$ cat config.mk
export PLATFORM = sky130hd
export DESIGN_NAME = cr_rbus_ring_master
export DESIGN_NICKNAME = d
export VERILOG_FILES = /design/src/rtl/cr_rbus_pkg.sv /design/src/rtl/nx_sat_counter.sv /design/src/rtl/cr_rbus_ring_master.sv
export SDC_FILE = /design/constraint.sdc
export NUM_CORES = 1
export LEC_CHECK = 0
export BUFFER_PORTS_ARGS = -buffer_cell sky130_fd_sc_hd__buf_2
export CAP_MARGIN = 20
export CORE_ASPECT_RATIO = 2
export CORE_UTILIZATION = 35
export DETAILED_ROUTE_END_ITERATION = 16
export PLACE_DENSITY_LB_ADDON = 0.12
export SLEW_MARGIN = 20
export SYNTH_ARGS = -nofsm -noshare
export SYNTH_HDL_FRONTEND = slang
export SYNTH_HIERARCHICAL = 1
export SYNTH_SLANG_ARGS = --single-unit
$ cat constraint.sdc
create_clock -name clk -period 3.6 [get_ports clk]
set_input_delay 0.72 -clock clk [delete_from_list [all_inputs] [get_ports clk]]
set_output_delay 0.72 -clock clk [all_outputs]
set_load 0.005 [all_outputs]
$ cat src/rtl/cr_rbus_pkg.sv
// rtl/cr_rbus_pkg.sv - shared rbus ring types: ring bundle, response status, master FSM states
//
// rbus_ring_t : one ring hop. addr/wr_data/strobes travel forward from the
//               initiator; rd_data/ack/err_ack are filled in by the addressed
//               responder and travel on to the ring end.
package cr_rbus_pkg;

    localparam int RBUS_ADDR_W = 16;
    localparam int RBUS_DATA_W = 32;

    typedef struct packed {
        logic [RBUS_ADDR_W-1:0] addr;
        logic [RBUS_DATA_W-1:0] wr_data;
        logic [RBUS_DATA_W-1:0] rd_data;
        logic                   wr_strb;
        logic                   rd_strb;
        logic                   ack;
        logic                   err_ack;
    } rbus_ring_t;

    typedef enum logic [1:0] {
        RBUS_OK      = 2'b00,
        RBUS_ERR     = 2'b01,
        RBUS_TIMEOUT = 2'b10
    } rbus_rsp_status_e;

    typedef enum logic [1:0] {
        MST_IDLE  = 2'd0,
        MST_ISSUE = 2'd1,
        MST_WAIT  = 2'd2,
        MST_RESP  = 2'd3
    } rbus_mst_state_e;

endpackage

$ cat src/rtl/nx_sat_counter.sv
// rtl/nx_sat_counter.sv - W-bit counter that increments on inc and sticks at all-ones
//
// Ports:
//   clk, rst_n : clock, asynchronous active-low reset (count clears to 0)
//   inc        : increment request for this cycle
//   count      : current value, saturates at 2**W-1
module nx_sat_counter #(
    parameter int W = 8
) (
    input  logic         clk,
    input  logic         rst_n,
    input  logic         inc,
    output logic [W-1:0] count
);

    logic [W-1:0] count_q;

    always_ff @(posedge clk or negedge rst_n) begin
        if (!rst_n) begin
            count_q <= '0;
        end else if (inc && (count_q != '1)) begin
            count_q <= count_q + W'(1);
        end
    end

    assign count = count_q;

endmodule

$ cat src/rtl/cr_rbus_ring_master.sv
// rtl/cr_rbus_ring_master.sv - rbus ring initiator: one outstanding register read/write with timeout
//
// Ports:
//   clk, rst_n          : clock, asynchronous active-low reset
//   req_valid/req_ready : command handshake; req_wr, req_addr, req_wr_data carry the command
//   rsp_valid/rsp_ready : response handshake; rsp_rd_data, rsp_status (00 ok, 01 err, 10 timeout)
//   cfg_timeout         : wait-cycle limit, 0 = wait forever
//   rbus_ring_o         : ring launch toward the first responder
//   rbus_ring_i         : ring return from the last responder (terminates here)
//   busy                : not idle
//   stray_ack_cnt       : saturating count of ack/err_ack seen outside WAIT
module cr_rbus_ring_master
    import cr_rbus_pkg::*;
#(
    parameter int N_RBUS_ADDR_BITS = RBUS_ADDR_W,
    parameter int N_RBUS_DATA_BITS = RBUS_DATA_W,
    parameter int TIMEOUT_W        = 16
) (
    input  logic                        clk,
    input  logic                        rst_n,
    input  logic                        req_valid,
    output logic                        req_ready,
    input  logic                        req_wr,
    input  logic [N_RBUS_ADDR_BITS-1:0] req_addr,
    input  logic [N_RBUS_DATA_BITS-1:0] req_wr_data,
    output logic                        rsp_valid,
    input  logic                        rsp_ready,
    output logic [N_RBUS_DATA_BITS-1:0] rsp_rd_data,
    output logic [1:0]                  rsp_status,
    input  logic [TIMEOUT_W-1:0]        cfg_timeout,
    output rbus_ring_t                  rbus_ring_o,
    input  rbus_ring_t                  rbus_ring_i,
    output logic                        busy,
    output logic [7:0]                  stray_ack_cnt
);

    rbus_mst_state_e state_q, state_d;

    // Holds req_ready low until the first clock after reset release so that
    // every output reads 0 while rst_n is asserted.
    logic                        run_q;
    logic                        cmd_wr_q;
    logic [N_RBUS_ADDR_BITS-1:0] o_addr_q;
    logic [N_RBUS_DATA_BITS-1:0] o_wr_data_q;
    logic                        o_wr_strb_q;
    logic                        o_rd_strb_q;
    logic [TIMEOUT_W-1:0]        wait_cnt_q;
    logic [TIMEOUT_W-1:0]        wait_cnt_inc;
    logic [N_RBUS_DATA_BITS-1:0] rsp_rd_data_q;
    rbus_rsp_status_e            rsp_status_q;

    logic accept;
    logic rsp_seen;
    logic tmo_hit;
    logic stray_evt;

    assign rsp_seen     = rbus_ring_i.ack || rbus_ring_i.err_ack;
    assign wait_cnt_inc = wait_cnt_q + TIMEOUT_W'(1);

    // wait_cnt_q holds (WAIT cycle number - 1), so the increment equals the
    // current WAIT cycle number: the timeout fires in WAIT cycle cfg_timeout.
    assign tmo_hit = (cfg_timeout != '0) && (wait_cnt_inc == cfg_timeout);

    always_ff @(posedge clk or negedge rst_n) begin
        if (!rst_n) begin
            state_q <= MST_IDLE;
        end else begin
            state_q <= state_d;
        end
    end

    always_comb begin
        state_d   = state_q;
        req_ready = 1'b0;
        rsp_valid = 1'b0;
        busy      = 1'b1;
        accept    = 1'b0;
        stray_evt = rsp_seen;
        case (state_q)
            MST_IDLE: begin
                busy      = 1'b0;
                req_ready = run_q;
                accept    = req_valid && run_q;
                if (accept) begin
                    state_d = MST_ISSUE;
                end
            end
            MST_ISSUE: begin
                state_d = MST_WAIT;
            end
            MST_WAIT: begin
                stray_evt = 1'b0;
                if (rsp_seen || tmo_hit) begin
                    state_d = MST_RESP;
                end
            end
            MST_RESP: begin
                rsp_valid = 1'b1;
                if (rsp_ready) begin
                    state_d = MST_IDLE;
                end
            end
            default: begin
                state_d = MST_IDLE;
            end
        endcase
    end

    always_ff @(posedge clk or negedge rst_n) begin
        if (!rst_n) begin
            run_q         <= 1'b0;
            cmd_wr_q      <= 1'b0;
            o_addr_q      <= '0;
            o_wr_data_q   <= '0;
            o_wr_strb_q   <= 1'b0;
            o_rd_strb_q   <= 1'b0;
            wait_cnt_q    <= '0;
            rsp_rd_data_q <= '0;
            rsp_status_q  <= RBUS_OK;
        end else begin
            run_q <= 1'b1;
            case (state_q)
                MST_IDLE: begin
                    if (accept) begin
                        cmd_wr_q    <= req_wr;
                        o_addr_q    <= req_addr;
                        o_wr_data_q <= req_wr_data;
                        o_wr_strb_q <= req_wr;
                        o_rd_strb_q <= !req_wr;
                    end
                end
                MST_ISSUE: begin
                    o_wr_strb_q <= 1'b0;
                    o_rd_strb_q <= 1'b0;
                    wait_cnt_q  <= '0;
                end
                MST_WAIT: begin
                    wait_cnt_q <= wait_cnt_inc;
                    // A response in the timeout cycle takes priority.
                    if (rsp_seen) begin
                        rsp_status_q  <= rbus_ring_i.err_ack ? RBUS_ERR : RBUS_OK;
                        rsp_rd_data_q <= (rbus_ring_i.err_ack || cmd_wr_q) ?
                                         '0 : rbus_ring_i.rd_data;
                    end else if (tmo_hit) begin
                        rsp_status_q  <= RBUS_TIMEOUT;
                        rsp_rd_data_q <= '0;
                    end
                end
                MST_RESP: begin
                    if (rsp_ready) begin
                        o_addr_q    <= '0;
                        o_wr_data_q <= '0;
                    end
                end
                default: begin
                    o_wr_strb_q <= 1'b0;
                    o_rd_strb_q <= 1'b0;
                end
            endcase
        end
    end

    always_comb begin
        rbus_ring_o         = '0;
        rbus_ring_o.addr    = o_addr_q;
        rbus_ring_o.wr_data = o_wr_data_q;
        rbus_ring_o.wr_strb = o_wr_strb_q;
        rbus_ring_o.rd_strb = o_rd_strb_q;
    end

    assign rsp_rd_data = rsp_rd_data_q;
    assign rsp_status  = rsp_status_q;

    // Forward-path fields of the return ring carry nothing for the origin.
    logic unused_ring_i;
    assign unused_ring_i = ^{rbus_ring_i.addr, rbus_ring_i.wr_data,
                             rbus_ring_i.wr_strb, rbus_ring_i.rd_strb};

    nx_sat_counter #(
        .W (8)
    ) u_stray_cnt (
        .clk   (clk),
        .rst_n (rst_n),
        .inc   (stray_evt),
        .count (stray_ack_cnt)
    );

endmodule

Word level (Yosys, flattened, before mapping)
Index checks and enable logic that the tools add are counted.
{ "totals": {"register_bits": 112} }
{ "op_classes": {"addsub": 2, "n_eq_ne": 9, "n_mux": 26, "n_reduce_logical": 18} }
{ "ops": {"columns": ["operator", "n"], "rows": [
  ["two-way mux 32 bit", 5],
  ["case mux 16 bit (2 select lines)", 2],
  ["case mux 32 bit (2 select lines)", 1],
  ["two-way mux 16 bit", 2],
  ["adder 16 x 1 -> 16 bit (second input constant)", 1],
  ["equality test 16 bit", 1],
  ["nonzero test 16 bit", 1],
  ["two-way mux 2 bit", 5],
  ["adder 8 x 1 -> 8 bit (second input constant)", 1],
  ["two-way mux 1 bit", 8],
  ["!= test 2 bit (second input constant)", 4],
  ["!= test 8 bit (second input constant)", 1],
  ["case mux 2 bit (4 select lines)", 1],
  ["nonzero test 2 bit", 4],
  ["AND reduction 2 bit", 3],
  ["AND reduction 3 bit", 2],
  ["equality test 2 bit (second input constant)", 2],
  ["case mux 1 bit (2 select lines)", 2],
  ["logical AND 1 bit", 3],
  ["logical OR 1 bit", 3],
  ["equality test 2 x 1 -> 1 bit (second input constant)", 1],
  ["logical NOT 2 bit", 1],
  ["logical NOT 1 bit", 1]
]} }

Logic depth before layout (Yosys ltp)
Gate-level depths: netlist of the first run.
{ "logic_depth": {"word_depth": 6, "depth_mapped": 9} }

Modules after synthesis
The synthesis of the first run kept the hierarchy.
{ "by_module_without_submodules": {"columns": ["module", "instances", "cells_each", "area_each_um2", "seq_area_each_um2"], "rows": [
  ["cr_rbus_ring_master", 1, 538, 5275.1, 2602.5],
  ["nx_sat_counter", 1, 34, 407.9, 200.2]
]} }

Worst setup path before layout of the first run
Ideal clock, no wire load.
{ "synth_timing": {"path_type": "register -> register", "from": "register wait_cnt_q[0]", "to": "register state_q[1]", "arrival_time_ns": 2.487, "t_required_ns": 3.475, "setup_slack_ns": 0.987, "stages_incl_launch_ff": 9, "path_buffers": 0, "period_less_slack_ns": 2.613, "path_cell_list": "dfrtp_1 ha_1 nand3_2 or4_1 a21oi_1 o22ai_1 nor4_1 o41a_1 mux2_4"} }
{ "synth_between": {"elab_chain_cells": 6} }
{ "synth_rtl": {"columns": ["item", "line_no", "rtl"], "rows": [
  ["start: declaration", "cr_rbus_ring_master.sv:47", "logic [TIMEOUT_W-1:0] wait_cnt_q;"],
  ["start signal: assignment", "cr_rbus_ring_master.sv:138", "wait_cnt_q <= wait_cnt_inc;"],
  ["adder 16 x 1 -> 16 bit", "cr_rbus_ring_master.sv:58", "assign wait_cnt_inc = wait_cnt_q + TIMEOUT_W'(1);"],
  ["equality test 16 bit", "cr_rbus_ring_master.sv:62", "assign tmo_hit = (cfg_timeout != '0) && (wait_cnt_inc == cfg_timeout);"],
  ["logical AND 1 bit", "cr_rbus_ring_master.sv:62", null],
  ["logical OR 1 bit", "cr_rbus_ring_master.sv:93", "if (rsp_seen || tmo_hit) begin"],
  ["!= test 2 bit (no line)", null, null],
  ["AND reduction 3 bit (no line)", null, null],
  ["end signal: assignment", "cr_rbus_ring_master.sv:68", "state_q <= state_d;"],
  ["end: declaration", "cr_rbus_ring_master.sv:37", "rbus_mst_state_e state_q, state_d;"]
]} }
No other way between the ends.
A chain may end at the register's enable or synchronous reset.

Worst setup path in the final report of the first run
Same ends and word-level chain as after synthesis.

==> flow_summary.json, run 1 <==
{
  "start_util_pct": 35.8,
  "clkPwrFrac_pct": 18.0,
  "p_sw_w": 0.00201,
  "finClkSkew_ns": 0.00921,
  "area_delta_synth_final_pct": 22.5,
  "maxCapViolations": 0,
  "ys_seq_elements": 112,
  "clkSlewWorstSetupHoldPaths_ns": 0.07,
  "worstReg2RegStart": "wait_cnt_q[0]",
  "tns_ns": 0,
  "synthTopCellsByArea": "dfrtp_1 49%, nand2_1 6.1%, o21ai_0 5.6%",
  "synth.most_common_cell": "dfrtp_1",
  "finalSetupViolCount": 0,
  "seqPwrFrac_pct": 39.3,
  "ir_drop_v": 0.000358,
  "synth_edf_count": 0,
  "clock-sinks": 112,
  "drtIter0Drc": 150,
  "final_cells": 958,
  "max_freq_mhz": 318,
  "critPathMaxStageDelay_ns": 0.53,
  "critPathMostFrequentCell": "nor4_1",
  "antenna_cells": 0,
  "period_share_pct": 87.4,
  "core_sq_mm": 0.0159,
  "async_flop_share_pct": 100,
  "hold_path_class": "in2async",
  "clock_latency_ns": 0.35,
  "cts_max_path_buffers": 2,
  "avgSynthCellArea_sq_um": 9.94,
  "grt_pass1_vias": 4725,
  "startpoint_type": "register",
  "cp.required_ns": 3.83,
  "syn_area_sq_mm": 0.00568,
  "crit_end": "state_q[1]",
  "tightest_slew_ns": 0.760,
  "crit_chain": "ha_1, nand3_2, xnor2_1, nor4_1, o211ai_1, nor4_1, o41a_1, mux2_4",
  "vias": 4663,
  "ys_seq_area_share_pct": 49.3,
  "die_height_um": 182,
  "synth_top_cell_by_area": "dfrtp_1",
  "layout.nets": 911,
  "reg2reg_slack_ns": 0.45,
  "ff2ff_path_depth": 8,
  "setup_ws_ns": 0.453,
  "fillers": 1620,
  "hold_violations": 0,
  "critPathMaxFanout": 10,
  "port_buffers": 197,
  "cp.depth": 8,
  "vias_per_cell": 4.87,
  "power_density_mw_per_mm2": 754,
  "fin_crit_ns": 3.15,
  "h-tree-depth": 3,
  "p_int_w": 0.00323,
  "p_leak_nw": 3.48,
  "root_buffer": "clkbuf_16",
  "cp_data_arrival_time_ns": 3.38,
  "die_w_um": 92.1,
  "switching_share_pct": 38.4,
  "antenna_found_initial": 0,
  "drtPass1Iterations": 4,
  "rsz0062_at_grt": "false",
  "grt-ovfl-total": 0,
  "end_kind": "register",
  "critPathKind": "reg2reg",
  "synthCells": 572,
  "pre_cts_ws_ns": 0.481,
  "relSlewSlack_pct": 49.3,
  "core.rowCount": 65,
  "cts_tree": "done",
  "synth-main-ff-cell": "dfrtp_1",
  "synth_common_cells": "112 x dfrtp_1, 92 x nand2_1, 64 x o21ai_0, 48 x nand2b_1, 39 x buf_4",
  "status": "finished, final reports clean",
  "cp_top_family": "simple AND/OR/NAND/NOR gates",
  "maxSlewViolCount": 0,
  "yosysWarnings": 6,
  "numCtsBuffers": 9,
  "place.gp.congestion": 0.824,
  "dp_hpwl_um": 10900,
  "postCtsHoldBufs": 0,
  "cts_resized": 0,
  "route.detailed.drc": 0,
  "drive_above_1_share_pct": 32.4,
  "num_io_pins": 282,
  "placed_cells": 941,
  "die_area_sq_mm": 0.0168,
  "routed_wl_um": 14600,
  "rr_endpoint": "state_q[1]",
  "worst_path_max_delay_cell": "dfrtp_1",
  "grt_max_degree": 58,
  "yosysUniqueCellTypes": 65,
  "comb_power_share_pct": 42.7,
  "ant_nets": 0,
  "yosys.area.top_type_share_pct": 49.3,
  "startpoint": "wait_cnt_q[0]",
  "grt_pass1_wl_um": 23000,
  "crit_buf_inv": 0,
  "wl_per_cell_um": 15.2,
  "post_cts_buffers": 0,
  "grt_use_total_pct": 17.5
}
-- kinds of logic after synthesis --
| group | synth area share [%] |
|---|---|
| multiplexers | 1.10 |
| XOR/XNOR | 3.39 |
| flip-flops | 49.3 |
| AND/OR/NAND/NOR | 18.6 |
| adder cells (fa/ha/maj) | 1.32 |
| buffers and inverters | 9.05 |
| other | 0.132 |
| AO/OA/AOI/OAI | 17.1 |
-- power groups by stage --
stage | logic, W | clock network, W | registers (W)
2_1_floorplan | 0.00135 | 0 | 0.00210
4_1_cts | 0.00223 | 0.000982 | 0.00207
5_1_grt | 0.00254 | 0.00103 | 0.00213
6_report | 0.00224 | 0.000943 | 0.00206
3_3_place_gp | 0.00218 | 0 | 0.00207
3_5_place_dp | 0.00223 | 0 | 0.00208
-- layout make-up --
type                    instances  area [sq um]  area share, %
well taps                     201           251           3.61
inverters                      12          45.0          0.647
flip-flops and latches        112          2800           40.3
repair buffers                205          1080           15.5
multi-input cells             412          2510           36.0
clock buffers                  10           229           3.29
clock inverters                 6          42.5          0.611
-- metal layers --
| metal | GRT usage, % | vias up | wire (um) | part of all wire, % |
|---|---|---|---|---|
| li1 | - | 2267 | - | - |
| met1 | 18.2 | 2205 | 5420 | 37 |
| met2 | 33.1 | 166 | 8050 | 55 |
| met3 | 2.92 | 25 | 638 | 4.4 |
| met4 | 8.50 | 0 | 475 | 3.3 |
| met5 | 0 | - | 0 | 0 |
-- per-stage QoR --
stage               total power (W)  hold WS (ns)  instance area (sq um)  utilization [%]
floorplan                   0.00345         0.424                   5810                -
global placement            0.00425         0.458                   6660             42.0
detailed placement          0.00431         0.465                   6660             42.0
CTS                         0.00528         0.466                   6930             43.7
global route                0.00570         0.500                   6960             43.9
finish                      0.00525         0.434                   6960             43.9
-- worst reg2reg max path: cells and delay by family (launching register included) --
kind	cells	cell delay (ns)
xor+xnor	1	0.22
fa+ha+maj	1	0.33
flops	1	0.53
mux	1	0.31
compound gates	2	0.49
simple gates	3	1.16
-- state kept, by name, summed over array words and instances (netlist names) --
| name | cells |
|---|---|
| state_q | 2 |
| rsp_rd_data | 32 |
| o_wr_data_q | 32 |
| u_stray_cnt/count | 8 |
| run_q | 1 |
| wait_cnt_q | 16 |
| cmd_wr_q | 1 |
| o_addr_q | 16 |
| o_wr_strb_q | 1 |
| rsp_status | 2 |
| o_rd_strb_q | 1 |
-- how the worst min path moves through the flow --
stage | depth (start not counted) | slack (ns) | end | from
2_1_floorplan | 0 | 0.42 | cmd_wr_q | rst_n
3_3_place_gp | 2 | 0.46 | o_addr_q[4] | o_addr_q[4]
3_5_place_dp | 2 | 0.46 | o_addr_q[14] | o_addr_q[14]
4_1_cts | 1 | 0.47 | state_q[0] | rst_n
5_1_grt | 1 | 0.50 | o_wr_data_q[12] | rst_n
6_report | 1 | 0.43 | o_rd_strb_q | rst_n
-- cells in the final DEF (no fill, tap or decap), types with 4 or more instances in the layout --
master	Yosys	final
buf_2	1	196
clkbuf_16	0	9
nand4_1	4	4
xor2_1	8	8
conb_1	2	35
nand2b_1	48	48
a22o_1	35	35
nor4_1	8	8
o21ai_0	64	64
ha_1	6	6
nor3_1	4	4
inv_1	12	12
nand2_1	92	92
xnor2_1	14	14
nand3_1	11	11
buf_4	39	7
nor2_1	11	11
o31ai_1	9	9
a21oi_1	7	7
dfrtp_1	112	112
Power figures use the tool's default switching activity.
==> run 2: changes to the inputs <==
--- a/config.mk
+++ b/config.mk
@@ -7,8 +7,10 @@
 export LEC_CHECK = 0
 export BUFFER_PORTS_ARGS = -buffer_cell sky130_fd_sc_hd__buf_2
 export CAP_MARGIN = 20
+export CELL_PAD_IN_SITES_DETAIL_PLACEMENT = 0
+export CELL_PAD_IN_SITES_GLOBAL_PLACEMENT = 2
 export CORE_ASPECT_RATIO = 2
-export CORE_UTILIZATION = 35
+export CORE_UTILIZATION = 26
 export DETAILED_ROUTE_END_ITERATION = 16
 export PLACE_DENSITY_LB_ADDON = 0.12
 export SLEW_MARGIN = 20
==> run 2 against run 1 <==
Count of clock-buffer cells in the layout down 1; wire length up 18%; critical path depth up 1; first-iteration DRC count down 11%; sequential share of layout area down 0.60 points; setup slack worse by 0.012 ns; via count down 0.64%; largest cell class unchanged; highest routed layer is now met5.
==> flow_summary.json, run 2 (synthesized netlist as in run 1, its figures left out) <==
{
  "p_sw_w": 0.00210,
  "area_delta_synth_final_pct": 24.3,
  "finalInstanceArea_sq_mm": 0.00706,
  "crit_buf_inv": 1,
  "seqPwrFrac_pct": 38.5,
  "root_buffer": "clkbuf_16",
  "hold_slack_ns": 0.403,
  "max_freq_mhz": 317,
  "cp_data_arrival_time_ns": 3.41,
  "clkSlewWorstSetupHoldPaths_ns": 0.08,
  "die_w_um": 107,
  "num_io_pins": 282,
  "drtIter0Drc": 134,
  "crit_chain": "ha_1, nand3_2, nor4_1, xnor2_1, nand4_1, nor4_2, o31ai_4, buf_4, a22o_1",
  "die_area_sq_mm": 0.0225,
  "numCtsBuffers": 9,
  "start_util_pct": 26.4,
  "drive_above_1_share_pct": 32.5,
  "wl_per_cell_um": 16.6,
  "critPathMaxFanout": 32,
  "cp.required_ns": 3.85,
  "maxCapViolations": 0,
  "ir_drop_v": 0.000342,
  "switching_share_pct": 39.1,
  "dp_hpwl_um": 12900,
  "routed_wl_um": 17100,
  "startpoint_type": "register",
  "ant_nets": 0,
  "tns_ns": 0,
  "worst_path_max_delay_cell": "nor4_1",
  "postCtsHoldBufs": 0,
  "fin_crit_ns": 3.16,
  "layout_commonest_cell": "buf_2",
  "layout.nets": 911,
  "route.detailed.drc": 0,
  "placed_area_sq_mm": 0.00676,
  "cts_max_path_buffers": 2,
  "grt-ovfl-total": 0,
  "port_buffers": 197,
  "grt_pass1_vias": 4793,
  "post_cts_buffers": 0,
  "grt_use_met2_pct": 29.7,
  "grt_use_total_pct": 15.5,
  "comb_power_share_pct": 41.8,
  "drtPass1Iterations": 4,
  "finalPower_w": 0.00537,
  "vias": 4633,
  "end_kind": "register",
  "core.rowCount": 76,
  "place.gp.congestion": 0.793,
  "hold_violations": 0,
  "vias_per_cell": 4.49,
  "grt_max_degree": 97,
  "grt_pass1_wl_um": 26300,
  "use_met3_pct": 2.81,
  "clkPwrFrac_pct": 19.7,
  "clock-sinks": 112,
  "p_int_w": 0.00327,
  "power_density_mw_per_mm2": 760,
  "die_height_um": 211,
  "critPathKind": "reg2reg",
  "clock_latency_ns": 0.36,
  "cts_tree": "done",
  "maxSlewViolCount": 0,
  "grtUsageMet1_pct": 15.7,
  "h-tree-depth": 3,
  "cp_top_family": "simple AND/OR/NAND/NOR gates",
  "final_cell_mix": "196 x buf_2, 112 x dfrtp_1, 92 x nand2_1",
  "period_share_pct": 87.8,
  "busiest_layer": "met2",
  "hold_path_class": "in2async",
  "rsz0062_at_grt": "false",
  "finalSetupViolCount": 0,
  "antenna_found_initial": 2,
  "p_leak_nw": 3.49,
  "cts_resized": 0,
  "status": "finished, final reports clean",
  "relSlewSlack_pct": 46.4,
  "tightest_slew_ns": 0.803,
  "core_sq_mm": 0.0215,
  "critPathMaxStageDelay_ns": 0.58,
  "finClkSkew_ns": 0.0124
}
## run 2: metrics by stage
stage	worst slack [ns]	std cells	util (%)
final	0.441	1031	32.9
after global routing	0.260	1031	32.9
after CTS	0.412	1030	32.9
after detailed placement	0.435	1014	31.4
after global placement	0.485	1014	31.4
after floorplan	0.987	605	-
## run 2: cell type report
type / count / area, sq um
multi-input combinational: 412 / 2510
clock buffer: 9 / 225
sequential: 112 / 2800
clock inverter: 7 / 78.8
antenna: 1 / 2.50
fill: 2315 / 14400
tap: 273 / 342
timing repair buffer: 205 / 1060
inverter: 12 / 45.0
## run 2: final timing paths
path,startpoint,end,slack (ns),depth (start not counted)
hold reg to reg,o_wr_data_q[12],o_wr_data_q[12],0.48,2
setup reg to reg,wait_cnt_q[0],rsp_rd_data[12],0.44,9
max in group asynchronous,rst_n,o_addr_q[4],2.36,2
setup / recovery,wait_cnt_q[0],rsp_rd_data[12],0.44,9
min in group clk,o_wr_data_q[12],o_wr_data_q[12],0.48,2
hold / removal,rst_n,wait_cnt_q[6],0.40,1
## run 2: routing by layer
metal  up-vias  part of all wire [%]
li1       2270                     -
met1      2214                    35
met2       120                    58
met3        27                   3.7
met4         2                   3.1
met5         -                 0.099
## run 2: power by group through the flow
| stage | Combinational [W] | Sequential [W] | Clock [W] |
|---|---|---|---|
| floorplan | 0.00135 | 0.00210 | 0 |
| global placement | 0.00227 | 0.00208 | 0 |
| detailed placement | 0.00232 | 0.00209 | 0 |
| CTS | 0.00232 | 0.00207 | 0.00111 |
| global route | 0.00256 | 0.00215 | 0.00115 |
| finish | 0.00225 | 0.00207 | 0.00106 |
